--- config.mk ---
export PLATFORM = sky130hd
export DESIGN_NAME = alarm_speaker_ctrl
export DESIGN_NICKNAME = d
export VERILOG_FILES = /design/src/rtl/alarm_speaker_ctrl.sv
export SDC_FILE = /design/constraint.sdc
export NUM_CORES = 1
export LEC_CHECK = 0
export BUFFER_PORTS_ARGS = -buffer_cell sky130_fd_sc_hd__buf_4
export CAP_MARGIN = 25
export CORE_MARGIN = 10
export CORE_UTILIZATION = 51
export CTS_BUF_LIST = sky130_fd_sc_hd__clkbuf_4
export CTS_CLUSTER_SIZE = 28
export DETAILED_ROUTE_END_ITERATION = 6
export GPL_TIMING_DRIVEN = 0
export MAX_ROUTING_LAYER = met4
export PLACE_DENSITY = 0.73
export SYNTH_ARGS = -nofsm -noshare
export SYNTH_HDL_FRONTEND = slang
export SYNTH_SLANG_ARGS = --single-unit
export TNS_END_PERCENT = 50
--- constraint.sdc ---
create_clock -name CLK -period 2.3 [get_ports CLK]
set_input_delay 0.46 -clock CLK [delete_from_list [all_inputs] [get_ports CLK]]
set_output_delay 0.46 -clock CLK [all_outputs]
set_load 0.005 [all_outputs]
--- src/rtl/alarm_speaker_ctrl.sv ---
// Alarm speaker sequencer: tone, beep/gap cadence, timeout, stop and snooze.
// Optional STATUS read-back port enabled by defining ALARM_STATUS_PORT_EN.
module alarm_speaker_ctrl #(
    parameter int unsigned     TONE_DIV   = 25000,
    parameter int unsigned     BEEP_CYC   = 25_000_000,
    parameter int unsigned     GAP_CYC    = 25_000_000,
    parameter int unsigned     MAX_BEEPS  = 120,
    parameter longint unsigned SNOOZE_CYC = 64'd30_000_000_000,
    parameter logic [7:0]      CTRL_PORT  = 8'h0F,
    parameter logic [7:0]      STOP_KEY   = 8'h29,
    parameter logic [7:0]      SNZ_KEY    = 8'h5A
) (
    input  logic       CLK,
    input  logic       RST,
    input  logic       ALARMA,
    input  logic [7:0] POR_ID,
    input  logic [7:0] OUT_PORT,
    input  logic       WRITE_STROBE,
    input  logic       KEY_VALID,
    input  logic [7:0] KEY_CODE,
    output logic       speaker,
    output logic       ALARM_ACTIVE
`ifdef ALARM_STATUS_PORT_EN
    ,
    output logic [7:0] STATUS
`endif
);

    typedef enum logic [2:0] {
        IDLE   = 3'd0,
        BEEP   = 3'd1,
        GAP    = 3'd2,
        SNOOZE = 3'd3,
        DONE   = 3'd4
    } state_t;

    localparam longint unsigned T1 =
        (BEEP_CYC > GAP_CYC) ? 64'(BEEP_CYC) : 64'(GAP_CYC);
    localparam longint unsigned TMAX =
        (SNOOZE_CYC > T1) ? SNOOZE_CYC : T1;
    localparam int CW = (TMAX > 1) ? $clog2(TMAX) : 1;
    localparam int TW = (TONE_DIV > 1) ? $clog2(TONE_DIV) : 1;

    state_t        state_q;
    state_t        state_d;
    logic          alarm_q;
    logic          mute_q;
    logic [CW-1:0] cyc_q;
    logic [TW-1:0] tone_q;
    logic [7:0]    beep_cnt_q;
    logic          spk_q;

    logic wr_ctrl;
    logic stop;
    logic snooze;
    logic beep_end;
    logic gap_end;
    logic snz_end;

    assign wr_ctrl = WRITE_STROBE && (POR_ID == CTRL_PORT);
    assign stop    = (wr_ctrl && OUT_PORT[0])
                   || (KEY_VALID && (KEY_CODE == STOP_KEY));
    // stop takes priority when both arrive together
    assign snooze  = !stop
                   && ((wr_ctrl && OUT_PORT[1])
                   || (KEY_VALID && (KEY_CODE == SNZ_KEY)));

    assign beep_end = (cyc_q == CW'(BEEP_CYC - 1));
    assign gap_end  = (cyc_q == CW'(GAP_CYC - 1));
    assign snz_end  = (cyc_q == CW'(SNOOZE_CYC - 64'd1));

    assign speaker      = spk_q;
    assign ALARM_ACTIVE = (state_q == BEEP) || (state_q == GAP);

    // Next-state decode; mute overrides everything
    always_comb begin
        state_d = state_q;
        if (mute_q) begin
            state_d = IDLE;
        end else begin
            unique case (state_q)
                IDLE: begin
                    if (ALARMA && !alarm_q) state_d = BEEP;
                end
                BEEP: begin
                    if (stop)             state_d = DONE;
                    else if (snooze)      state_d = SNOOZE;
                    else if (!ALARMA)     state_d = IDLE;
                    else if (beep_end)    state_d = GAP;
                end
                GAP: begin
                    if (stop)             state_d = DONE;
                    else if (snooze)      state_d = SNOOZE;
                    else if (!ALARMA)     state_d = IDLE;
                    else if (gap_end)
                        state_d = (beep_cnt_q == 8'(MAX_BEEPS)) ? DONE : BEEP;
                end
                SNOOZE: begin
                    if (stop)             state_d = DONE;
                    else if (!ALARMA)     state_d = IDLE;
                    else if (snz_end)     state_d = BEEP;
                end
                DONE: begin
                    if (!ALARMA)          state_d = IDLE;
                end
                default: state_d = IDLE;
            endcase
        end
    end

    // State, alarm edge history and sticky mute bit
    always_ff @(posedge CLK or negedge RST) begin
        if (!RST) begin
            state_q <= IDLE;
            alarm_q <= 1'b0;
            mute_q  <= 1'b0;
        end else begin
            state_q <= state_d;
            alarm_q <= ALARMA;
            if (wr_ctrl) mute_q <= OUT_PORT[2];
        end
    end

    // Per-state cycle timer, cleared on entry and idle in untimed states
    always_ff @(posedge CLK or negedge RST) begin
        if (!RST) begin
            cyc_q <= '0;
        end else if ((state_d != state_q) || (state_d == IDLE)
                     || (state_d == DONE)) begin
            cyc_q <= '0;
        end else begin
            cyc_q <= cyc_q + 1'b1;
        end
    end

    // Tone generator; speaker is low outside a continuing beep
    always_ff @(posedge CLK or negedge RST) begin
        if (!RST) begin
            tone_q <= '0;
            spk_q  <= 1'b0;
        end else if ((state_q == BEEP) && (state_d == BEEP)) begin
            if (tone_q == TW'(TONE_DIV - 1)) begin
                tone_q <= '0;
                spk_q  <= ~spk_q;
            end else begin
                tone_q <= tone_q + 1'b1;
            end
        end else begin
            tone_q <= '0;
            spk_q  <= 1'b0;
        end
    end

    // Beep counter: cleared on a fresh start, bumped at each beep end
    always_ff @(posedge CLK or negedge RST) begin
        if (!RST) begin
            beep_cnt_q <= '0;
        end else if ((state_d == BEEP)
                     && ((state_q == IDLE) || (state_q == SNOOZE))) begin
            beep_cnt_q <= '0;
        end else if ((state_q == BEEP) && (state_d == GAP)) begin
            beep_cnt_q <= beep_cnt_q + 1'b1;
        end
    end

`ifdef ALARM_STATUS_PORT_EN
    // Registered status byte for the processor input mux
    always_ff @(posedge CLK or negedge RST) begin
        if (!RST) begin
            STATUS <= 8'h00;
        end else begin
            STATUS <= {3'(state_q), mute_q,
                       (beep_cnt_q > 8'd15) ? 4'hF : beep_cnt_q[3:0]};
        end
    end
`endif

endmodule

After elaboration in Yosys (flattened, before gate mapping)

Cells that the tools add are included.

Bits in registers: 64
Input port bits: 29
Output and inout port bits: 2
Word-level logic and storage cells: 71

Add/sub/neg operators: 3
Eq/ne operators: 16
Mux-type cells: 23
Bitwise logic cells: 1
Reductions and logical operators: 21

Operators by type and width:

| operator                | count |
|---|---|
| $mux W3                 | 15 |
| $add A35 B1 Y35 const B | 1 |
| $eq A35 B25 Y1 const B  | 1 |
| $eq A35 B35 Y1 const B  | 1 |
| $mux W35                | 1 |
| $mux W15                | 2 |
| $eq A8 B7 Y1 const B    | 2 |
| $mux W8                 | 2 |
| $add A15 B1 Y15 const B | 1 |
| $eq A15 B15 Y1 const B  | 1 |
| $pmux W3 S5             | 1 |
| $logic_and A1 B1 Y1     | 10 |
| $eq A3 B2 Y1 const B    | 3 |
| $add A8 B1 Y8 const B   | 1 |
| $eq A8 B4 Y1 const B    | 1 |
| $eq A8 B6 Y1 const B    | 1 |
| $eq A3 B1 Y1 const B    | 2 |
| $eq A3 B3 Y1 const B    | 2 |
| $logic_not A3 Y1        | 2 |
| $logic_or A1 B1 Y1      | 6 |
| $ne A3 B3 Y1            | 1 |
| $logic_not A1 Y1        | 2 |
| $mux W1                 | 2 |
| $ne A2 B1 Y1 const B    | 1 |
| other kinds (2)         | 2 |

Logic depth before layout (Yosys ltp)

Depth after elaboration: 14
Mapped depth: 10

Least setup slack after synthesis

No wires, ideal clock.

Path kind: input to register
Start point: input port POR_ID[5]
End point: register beep_cnt_q[0]
Data arrival time: 2.364 ns
Slack: -0.189 ns
Stages: 7
Path through: or4b_1 -> nor4_1 -> nor2_1 -> nand3_1 -> nor4b_4 -> a31oi_1 -> mux2_2

Longest elaborated chain between the ends: 13
Elaborated cells on any way between the ends: 21

Ends and longest elaborated chain:

| element                                       | line     | source |
|---|---|---|
| start, declared                               | 16       | `input logic [7:0] POR_ID,` |
| $eq A8 B4 Y1 *                                | 60       | `assign wr_ctrl = WRITE_STROBE && (POR_ID == CTRL_PORT);` |
| $logic_and A1 B1 Y1 *                         | 60       |  |
| $logic_and A1 B1 Y1                           | 61       | `assign stop = (wr_ctrl && OUT_PORT[0])` |
| $logic_or A1 B1 Y1                            | 62       | `\|\| (KEY_VALID && (KEY_CODE == STOP_KEY));` |
| $logic_not A1 Y1                              | 64       | `assign snooze = !stop` |
| $logic_and A1 B1 Y1                           | 65       | `&& ((wr_ctrl && OUT_PORT[1])` |
| $mux W3 (on tied branches)                    | 93, 87   |  |
| $mux W3 (on tied branches)                    | 92, 86   |  |
| $pmux W3 S5 *                                 | 81       | `unique case (state_q)` |
| $mux W3 *                                     | 78       | `if (mute_q) begin` |
| $eq A3 B1 Y1 or $eq A3 B2 Y1 (tied branches)  | 158, 161 |  |
| $logic_and A1 B1 Y1 (on tied branches)        | 159, 161 |  |
| $mux W8 or $reduce_bool A2 Y1 (tied branches) | n/a      |  |
| end signal, assigned                          | 162      | `beep_cnt_q <= beep_cnt_q + 1'b1;` |
| end, declared                                 | 50       | `logic [7:0] beep_cnt_q;` |

Every way passes the cells marked *; elsewhere a longest branch is shown, timed or not.
A chain may end at the register's enable or synchronous reset.

Worst setup path in the final report

Start point: register cyc_q[32]
End point: register cyc_q[16]

Longest elaborated chain between the ends: 11
Elaborated cells on any way between the ends: 21

Ends and longest elaborated chain:

| element                                          | line   | source |
|---|---|---|
| start, declared                                  | 48     | `logic [CW-1:0] cyc_q;` |
| start signal, assigned                           | 132    | `cyc_q <= cyc_q + 1'b1;` |
| $eq A35 B25 Y1                                   | 68, 69 |  |
| $mux W3 (on tied branches)                       | 95, 89 |  |
| $mux W3 (on tied branches)                       | 94, 88 |  |
| $mux W3 (on tied branches)                       | 93, 87 |  |
| $mux W3 (on tied branches)                       | 92, 86 |  |
| $pmux W3 S5 *                                    | 81     |  |
| $mux W3 *                                        | 78     |  |
| $ne A3 B3 Y1 or $logic_not A3 Y1 (tied branches) | 128    | `end else if ((state_d != state_q) \|\| (state_d == IDLE)` |
| $logic_or A1 B1 Y1                               | 128    |  |
| $logic_or A1 B1 Y1 *                             | 129    | `\|\| (state_d == DONE)) begin` |
| $mux W35 *                                       | 128    |  |

Marks and branches as above.

==> reports/qor.yml <==
hold_path:
  min_path_type: "in2async"
floorplanning:
  initial_utilization_pct: 52.39
  core_area_mm2: 0.006794
  rows: 30
  die_y_um: 103.5
  die_area_mm2: 0.01072
  pin_count: 31
  die_w_um: 103.5
worst_setup_path:
  crit_family: "simple AND/OR/NAND/NOR gates"
  r2r_cells: 9
  start_kind: "register"
  r2r_slack_ns: -0.26
  critPathCaptureType: "register"
  worst-setup-path-type: "reg2reg"
  crit_cells: 9
  cp_slowest_cell: "or4_4"
  rr_endpoint: "cyc_q[16]"
  crit_end: "cyc_q[16]"
  critical_path_buf_inv_count: 2
  crit_start: "cyc_q[32]"
  worstPathRequired_ns: 2.60
  crit_arrival_ns: 2.87
  slowest_delay_ns: 0.52
  reg2reg_from: "cyc_q[32]"
  crit_path_cell_trace: "or3_4, or4_4, o31a_1, o21ai_4, nand4b_1, o2111ai_4, buf_12, buf_2, nor2_1"
  critPathMaxFanout: 5
outcome:
  violations: "negative setup slack"
  status: "finished with violations"
synth:
  synth_ff_type: "dfrtp_1"
  yosysUniqueCellTypes: 56
  yosysTopAreaCellShare_pct: 44.99
  syn_area_mm2: 0.003560
  yosys-top-cells-count: "76 x nor2_1, 64 x dfrtp_1, 28 x nand2_1, 28 x xor2_1, 26 x nand3_1"
  syn_avg_cell_area_um2: 9.417
  synth_edf_count: 0
  yosysMostFrequentCell: "nor2_1"
  yosysWarnings: 0
  ys_ff_latch: 64
  synthCells: 378
  ys_seq_area_share_pct: 44.99
  synthTopCellsByArea: "dfrtp_1 45%, nor2_1 8.0%, xor2_1 6.9%"
  synth_nets: 411
  yosysTopAreaCell: "dfrtp_1"
  synthArstFlopShare_pct: 100.0
route:
  drtIter0Drc: 134
  wire_per_inst_um: 15.06
  drtPass1Iterations: 4
  drc: 0
  via_per_inst: 5.423
  vias: 2912
  wl_um: 8085
  route.antenna.remaining_nets: 0
power:
  powerDensity_mw_per_mm2: 466.6
  p_comb_share_pct: 13.3
  clkPwrFrac_pct: 31.6
  power_switching_mw: 0.5850
  power.internal_mw: 1.484
  swShare_pct: 28.28
  sequentialPowerShare_pct: 55.2
  peakVddDrop_mv: 0.2230
  leakage_nw: 1.776
sta:
  hold_viol: 0
  skew_ns: 0.01388
  max_slew_margin_pct: 45.82
  max_freq_mhz: 389.9
  min_period_ns: 2.565
  tightest_slew_ns: 0.8126
  grt_setup_unrepaired: "yes"
  finalSetupViolCount: 57
  fin_crit_sh_pct: 111.5
  fin_ws_ns: -0.2647
  drv_slew: 0
clocking:
  cts_tree: "yes"
  cts.reportedPaths.clkPinSlew_ns: 0.11
  cts_hold_buffers: 0
  cts_max_level: 3
  clock_latency_ns: 0.41
  clock_sinks: 64
  clk_path_buf_depth: 2
  root_buffer: "clkbuf_4"
  numCtsBuffers: 9
finish:
  nNetsFinal: 470
  seqCellArea_mm2: 0.001605
  fin_util_pct: 65.27
  num_antenna_cells: 0
  layout-drive-gt1-share_pct: 28.34
  multi_input_area_mm2: 0.002107
  nFillCells: 552
  syn2layout_area_growth_pct: 24.57
  finalNonFillerCells: 537
global_route:
  grt_pass1_vias: 2964
  grtUsageTotal_pct: 15.26
  antenna_found_initial: 0
  grt_max_degree: 65
  overflow: 0
  grt_pass1_wl_um: 13660
place:
  hpwl_um: 5405
  dpl.cell_count: 499
  io_buffers: 25
  place_congestion: 0.8726
job:
  drv_cap: 0
==> area by class of cell <==
type | count | area share (%)
plain buffers | 7 | 1.693
clock buffers | 10 | 1.693
clock inverters | 5 | 0.7901
inverters | 10 | 0.8465
multi-input cells | 297 | 47.52
flip-flops and latches | 64 | 36.20
well taps | 96 | 2.709
repair buffers | 48 | 8.550
==> power by group through the flow <==
stage | Combinational (mW) | Clock [mW] | Sequential, mW
after global placement | 0.189 | 0 | 1.16
final | 0.275 | 0.653 | 1.14
after CTS | 0.212 | 0.670 | 1.14
after detailed placement | 0.193 | 0 | 1.16
after global routing | 0.300 | 0.718 | 1.14
after floorplan | 0.111 | 0 | 1.16
==> flip-flops by register name, indices dropped and copies added (netlist names) <==
signal and cells:
tone_q 15, cyc_q 35, beep_cnt_q 8, alarm_q 1, speaker 1, mute_q 1, state_q 3
==> how the worst min path moves through the flow <==
stage	depth (start not counted)	slack, ns	end
6_report	1	0.13	cyc_q[27]
3_5_place_dp	1	0.47	tone_q[0]
4_1_cts	1	0.15	cyc_q[31]
2_1_floorplan	0	0.16	alarm_q
5_1_grt	1	0.16	alarm_q
3_3_place_gp	1	0.45	tone_q[0]
==> cell families after synthesis <==
group / count (synthesis) / share of synthesized area (%)
xor+xnor: 49 / 12.06
mux: 5 / 1.546
buf+inv: 17 / 2.250
simple gates: 212 / 32.34
flops: 64 / 44.99
compound gates: 27 / 5.413
fa+ha+maj: 4 / 1.406
==> layout by cell type (no fill, tap or decap), types with 4 or more instances in the layout <==
| cell type | Yosys | routed |
|---|---|---|
| clkbuf_4 | 0 | 10 |
| nor2b_1 | 5 | 5 |
| nor2_1 | 76 | 55 |
| buf_4 | 1 | 44 |
| nand4_1 | 12 | 12 |
| nand3_1 | 26 | 25 |
| inv_1 | 10 | 10 |
| dfrtp_1 | 64 | 61 |
| xor2_1 | 28 | 28 |
| and3_1 | 6 | 6 |
| nor2_2 | 0 | 10 |
| buf_6 | 1 | 4 |
| o21ai_0 | 8 | 4 |
| nand2_1 | 28 | 27 |
| nand4b_1 | 5 | 5 |
| mux2_2 | 4 | 4 |
| nor2_4 | 0 | 11 |
| xnor2_1 | 21 | 21 |
| o21ai_1 | 0 | 4 |
| nor3_1 | 12 | 9 |
==> stage by stage <==
stage	hold slack (ns)	worst slack, ns	area [um^2]	TNS [ns]	total power, mW
after floorplan	0.1644	-0.1082	3616	-2.004	1.272
after global routing	0.1611	-0.3482	4434	-15.81	2.160
after global placement	0.4460	-0.4533	3924	-19.57	1.351
after CTS	0.1539	-0.2379	4159	-10.18	2.023
final	0.1276	-0.2647	4434	-10.61	2.069
after detailed placement	0.4650	-0.4871	3924	-21.07	1.356
==> worst reg2reg max path: stages (launching register included) <==
cell and delay (ns):
dfrtp_1 0.39, or3_4 0.40, or4_4 0.52, o31a_1 0.29
o21ai_4 0.19, nand4b_1 0.18, o2111ai_4 0.13, buf_12 0.16
buf_2 0.15, nor2_1 0.05
==> layer usage <==
metal  GRT usage (%)  vias up  routed length (um)
li1                -     1443                   -
met3           3.841       15                 329
met4           4.637        0                 120
met5               -        -                   0
met2           23.11       59                3707
met1           19.62     1395                3928
==> what timing repair did <==
| action | CTS | global route |
|---|---|---|
| endpoints found under the setup margin | 59 | 59 |
| gates cloned | 0 | 3 |
| pin swaps | 8 | 23 |
| buffers inserted | 10 | 10 |
| gates resized for setup | 12 | 51 |
Note: power is estimated with default switching activity, not from simulation.
